===== src/rtl/j2_spi_boot.sv =====
// Power-on boot loader: copies a program image from SPI NOR flash (READ 0x03)
// into the j2 instruction RAM, holding the core in reset until the copy completes.
module j2_spi_boot #(
    parameter int          WORDS      = 8192,
    parameter logic [23:0] FLASH_BASE = 24'h000000,
    parameter int          CLK_DIV    = 2
) (
    input  logic        clock,
    input  logic        active_low_reset,
    output logic        spi_cs_n,
    output logic        spi_sck,
    output logic        spi_mosi,
    input  logic        spi_miso,
    output logic        ram_write_enable,
    output logic [12:0] ram_address,
    output logic [15:0] ram_write_data,
    output logic        core_reset_n,
    output logic        boot_done
);

    localparam int             DW           = (CLK_DIV > 1) ? $clog2(CLK_DIV) : 1;
    localparam logic [DW-1:0]  DIV_LAST     = DW'(CLK_DIV - 1);
    localparam logic [17:0]    LAST_BIT     = 18'(32 + 16 * WORDS - 1);
    localparam logic [17:0]    LAST_CMD_BIT = 18'd31;
    localparam logic [31:0]    CMD_WORD     = {8'h03, FLASH_BASE};

    typedef enum logic [1:0] {
        IDLE = 2'd0,
        CMD  = 2'd1,
        DATA = 2'd2,
        DONE = 2'd3
    } state_t;

    state_t         state_r;
    state_t         next_state_s;
    logic           idle_seen_r;
    logic [DW-1:0]  div_cnt_r;
    logic [17:0]    bit_cnt_r;
    logic [31:0]    cmd_sr_r;
    logic [15:0]    rx_sr_r;
    logic           spi_cs_n_r;
    logic           spi_sck_r;
    logic           spi_mosi_r;
    logic           ram_write_enable_r;
    logic [12:0]    ram_address_r;
    logic [15:0]    ram_write_data_r;
    logic           core_reset_n_r;
    logic           boot_done_r;

    logic           shifting_s;
    logic           tick_s;
    logic           rise_s;
    logic           fall_s;
    logic           word_done_s;

    assign shifting_s  = (state_r == CMD) || (state_r == DATA);
    assign tick_s      = (div_cnt_r == DIV_LAST);
    assign rise_s      = shifting_s && tick_s && !spi_sck_r;
    assign fall_s      = shifting_s && tick_s && spi_sck_r;
    // The 16th bit of every data word lands on bit counts ending in 4'hF.
    assign word_done_s = rise_s && (state_r == DATA) && (bit_cnt_r[3:0] == 4'hF);

    // State register.
    always_ff @(posedge clock or negedge active_low_reset) begin
        if (!active_low_reset) begin
            state_r <= IDLE;
        end else begin
            state_r <= next_state_s;
        end
    end

    // Next-state decode; transitions happen at the end of a bit's high phase.
    always_comb begin
        next_state_s = state_r;
        case (state_r)
            IDLE: begin
                if (idle_seen_r) next_state_s = CMD;
                else             next_state_s = IDLE;
            end
            CMD: begin
                if (fall_s && (bit_cnt_r == LAST_CMD_BIT)) next_state_s = DATA;
                else                                       next_state_s = CMD;
            end
            DATA: begin
                if (fall_s && (bit_cnt_r == LAST_BIT)) next_state_s = DONE;
                else                                   next_state_s = DATA;
            end
            DONE:    next_state_s = DONE;
            default: next_state_s = IDLE;
        endcase
    end

    // SPI shifting, RAM write strobe and release outputs.
    always_ff @(posedge clock or negedge active_low_reset) begin
        if (!active_low_reset) begin
            idle_seen_r        <= 1'b0;
            div_cnt_r          <= '0;
            bit_cnt_r          <= 18'd0;
            cmd_sr_r           <= 32'd0;
            rx_sr_r            <= 16'd0;
            spi_cs_n_r         <= 1'b1;
            spi_sck_r          <= 1'b0;
            spi_mosi_r         <= 1'b0;
            ram_write_enable_r <= 1'b0;
            ram_address_r      <= 13'd0;
            ram_write_data_r   <= 16'd0;
            core_reset_n_r     <= 1'b0;
            boot_done_r        <= 1'b0;
        end else begin
            ram_write_enable_r <= word_done_s;
            if (word_done_s) begin
                ram_write_data_r <= {rx_sr_r[14:0], spi_miso};
            end
            if (ram_write_enable_r) begin
                ram_address_r <= ram_address_r + 13'd1;
            end
            case (state_r)
                IDLE: begin
                    idle_seen_r <= 1'b1;
                    if (idle_seen_r) begin
                        spi_cs_n_r <= 1'b0;
                        spi_sck_r  <= 1'b0;
                        spi_mosi_r <= CMD_WORD[31];
                        cmd_sr_r   <= {CMD_WORD[30:0], 1'b0};
                        div_cnt_r  <= '0;
                        bit_cnt_r  <= 18'd0;
                    end
                end
                CMD, DATA: begin
                    if (tick_s) begin
                        div_cnt_r <= '0;
                        if (!spi_sck_r) begin
                            spi_sck_r <= 1'b1;
                            rx_sr_r   <= {rx_sr_r[14:0], spi_miso};
                        end else begin
                            spi_sck_r <= 1'b0;
                            if (bit_cnt_r == LAST_BIT) begin
                                spi_cs_n_r     <= 1'b1;
                                spi_mosi_r     <= 1'b0;
                                core_reset_n_r <= 1'b1;
                                boot_done_r    <= 1'b1;
                            end else begin
                                // Zeros shift in behind the command, so MOSI idles low in DATA.
                                bit_cnt_r  <= bit_cnt_r + 18'd1;
                                spi_mosi_r <= cmd_sr_r[31];
                                cmd_sr_r   <= {cmd_sr_r[30:0], 1'b0};
                            end
                        end
                    end else begin
                        div_cnt_r <= div_cnt_r + DW'(1);
                    end
                end
                default: begin
                    idle_seen_r <= idle_seen_r;
                end
            endcase
        end
    end

    assign spi_cs_n         = spi_cs_n_r;
    assign spi_sck          = spi_sck_r;
    assign spi_mosi         = spi_mosi_r;
    assign ram_write_enable = ram_write_enable_r;
    assign ram_address      = ram_address_r;
    assign ram_write_data   = ram_write_data_r;
    assign core_reset_n     = core_reset_n_r;
    assign boot_done        = boot_done_r;

endmodule


===== config.mk =====
export PLATFORM = sky130hd
export DESIGN_NAME = j2_spi_boot
export DESIGN_NICKNAME = d
export VERILOG_FILES = /design/src/rtl/j2_spi_boot.sv
export SDC_FILE = /design/constraint.sdc
export NUM_CORES = 1
export LEC_CHECK = 0
export ABC_AREA = 1
export BUFFER_PORTS_ARGS = -buffer_cell sky130_fd_sc_hd__buf_2
export CELL_PAD_IN_SITES_DETAIL_PLACEMENT = 0
export CELL_PAD_IN_SITES_GLOBAL_PLACEMENT = 1
export CORE_MARGIN = 1
export CORE_UTILIZATION = 48
export CTS_CLUSTER_DIAMETER = 30
export DETAILED_ROUTE_END_ITERATION = 7
export GPL_ROUTABILITY_DRIVEN = 0
export PLACE_DENSITY = 0.86
export SYNTH_ARGS = -nofsm -noshare
export SYNTH_HDL_FRONTEND = slang
export SYNTH_SLANG_ARGS = --single-unit

===== constraint.sdc =====
create_clock -name clock -period 4.4 [get_ports clock]
set_clock_uncertainty 0.1 [all_clocks]
set_input_delay 0.44 -clock clock [delete_from_list [all_inputs] [get_ports clock]]
set_output_delay 0.44 -clock clock [all_outputs]
set_load 0.01 [all_outputs]

==> flow_summary.yaml <==
outcome:
  outcome: "completed"
cts:
  cts_tree: "done"
  cts_sinks: 78
  cts_buffer_depth: 2
  cts_resized: 0
  cts_hold_buf: 0
  cts.clk_slew.worst_paths_ns: 0.08
  postCtsSetupBuffers: 0
  insertion_delay_ns: 0.35
  root_buffer: "clkbuf_8"
  cts_max_level: 3
  cts_made_buffers: 9
pwr:
  power_density_nw_per_um2: 330
  ir_drop_mv: 0.226
  p_total_mw: 1.33
  p_leak_nw: 2.09
logic_synthesis:
  synth_seq_cells: 78
  synth.yosys.warnings: 0
  synth_most_common_cell: "nand2_1"
  synth-seq-area-share_pct: 54.6
  ys_types: 29
  synth_top_area_share_pct: 53.8
  synth_area_sq_um: 3580
  syn_inst: 411
  synth_area_leader_cell: "dfrtp_1"
  ys.flop_type: "dfrtp_1"
  avgSynthCellArea_sq_um: 8.71
  synthArstFlopShare_pct: 100
  synth.area.top_cells: "dfrtp_1 54%, nand2_1 13%, o21ai_0 5.6%, inv_1 4.6%, nor2_1 3.8%"
  synth_edf_count: 0
  syn_nets: 421
  yosys-top-cells-count: "123 x nand2_1, 77 x dfrtp_1, 44 x inv_1"
layout:
  stdcell_count: 550
  multi_input_area_sq_um: 1370
  fin_nets: 457
  n_fill_cell: 673
  drive_gt1_share_pct: 15.1
  final_area_sq_um: 4030
  final_util_pct: 55.9
  syn_to_final_growth_pct: 12.7
  seqCellArea_sq_um: 1950
  diodes: 0
critical_path:
  cp.required_ns: 4.52
  cp_cell_sequence: "inv_1 -> ha_1 -> inv_1 -> nor2_1 -> inv_1 -> nor2_2 -> nand3_1 -> buf_4 -> nand2_1 -> o21ai_0"
  path_buf_inv: 4
  cpMaxStageDelayCell: "nor2_2"
  cp_common_cell: "inv_1"
  crit_path_start_kind: "flip-flop"
  arrival_ns: 2.74
  cp_top_family: "simple AND/OR/NAND/NOR gates"
  max_stage_delay_ns: 0.72
  cp-end-kind: "flip-flop"
  crit_type: "reg -> reg"
  path_max_fanout: 31
routing:
  drc_errors: 0
  dr.pass1.iters: 4
  drt_iter0_drc: 125
  wl_per_cell_um: 11.2
  postRouteAntennaNets: 0
  drt-total-wl_um: 6160
  via_per_inst: 4.76
  vias: 2618
place:
  numPortBuffers: 37
  hpwlAfterDp_um: 4140
  dpl_cell_area_sq_um: 3810
  pre_cts_ws_ns: 1.79
  dp.cells: 535
timing:
  timing.setup.tns_ns: 0
  max_slew_margin_pct: 36.4
  finalCritPeriodShare_pct: 59.4
  finalMaxSlewViolations: 0
  max_freq_ghz: 0.383
  tightest_slew_ns: 0.953
  setup_viol: 0
  hold_viol_final: 0
  layout_min_cycle_time_ns: 2.61
  hold_slack_ns: 0.133
  fin_ws_ns: 1.79
  rsz0062_at_grt: "no"
grt:
  grt_pass1_wl_um: 10200
  antenna_found_initial: 0
  grt_pass1_vias: 2298
  grt-ovfl-total: 0
  track_usage_pct: 17.1
  grt_max_degree: 79
die:
  coreArea_sq_um: 7210
  start_util_pct: 49.6
  fp.dieH_um: 88.4
  die_x_um: 88.4
  ios: 38
  rows: 31
  dieArea_sq_um: 7810
min_path:
  hold_path_class: "in -> async"
flow_run:
  maxCapViolCount: 0
## flip-flops by register name, summed over array words and instances (netlist names)
name and count:
ram_address 13, div_cnt_r 1, spi_mosi 1, rx_sr_r 15, ram_write_enable 1, bit_cnt_r 18, spi_cs_n 1, idle_seen_r 1
cmd_sr_r 7, state_r 2, ram_write_data 16, spi_sck 1, boot_done 1
## cell type report
type	instances	area share [%]
flip-flops and latches	78	48.4
multi-input cells	275	34.0
repair buffers	38	4.84
inverters	45	4.19
clock buffers	10	3.41
well taps	99	3.07
clock inverters	5	2.02
## power by group
group / switching, mW / internal, mW
clock: 0.254 / 0.333
combinational: 0.0172 / 0.00297
sequential: 0.00283 / 0.722
total: 0.274 / 1.06
## cells in the final DEF, fill, tap and decap left out, drive strengths merged, types with 2 or more instances in the layout
cell type    n
nand4        5
nor3         3
buf         38
ha           7
nor2        40
clkbuf      10
inv         46
or2          2
xnor2        6
xor2        15
nand3       20
o21ai       44
bufinv       2
nand2      125
dfrtp       77
a21oi        5
## metal layers
metal,wire [um],track usage [%],vias to the layer above,share of wire [%]
met5,0,0,-,0
met4,61,5.28,0,0.99
met3,259,6.25,8,4.2
met2,2850,27.2,46,46
met1,2990,21.9,1218,49
li1,-,-,1346,-
## final timing paths
kind / start / end / slack, ns / cells past startpoint
setup / recovery: state_r[0] / ram_write_data[2] / 1.79 / 10
hold / removal: active_low_reset / ram_address[9] / 0.13 / 1
setup reg to reg: state_r[0] / ram_write_data[2] / 1.79 / 10
hold reg to reg: cmd_sr_r[31] / spi_mosi / 0.38 / 2
max in group asynchronous: active_low_reset / bit_cnt_r[11] / 3.45 / 1
min in group clock: spi_miso / ram_write_data[0] / 0.22 / 3
## cells by family (layout without fill, tap and decap cells)
kind of cell,after synthesis,count (layout),share of synthesized area [%]
multiplexers,1,1,0.315
flip-flops,78,78,54.6
XOR/XNOR,21,21,5.14
AO/OA/AOI/OAI,51,51,7.27
adder cells (fa/ha/maj),7,7,2.45
AND/OR/NAND/NOR,195,195,23.2
buffers and inverters,58,98,7.10
(Power assumes the default switching activity.)
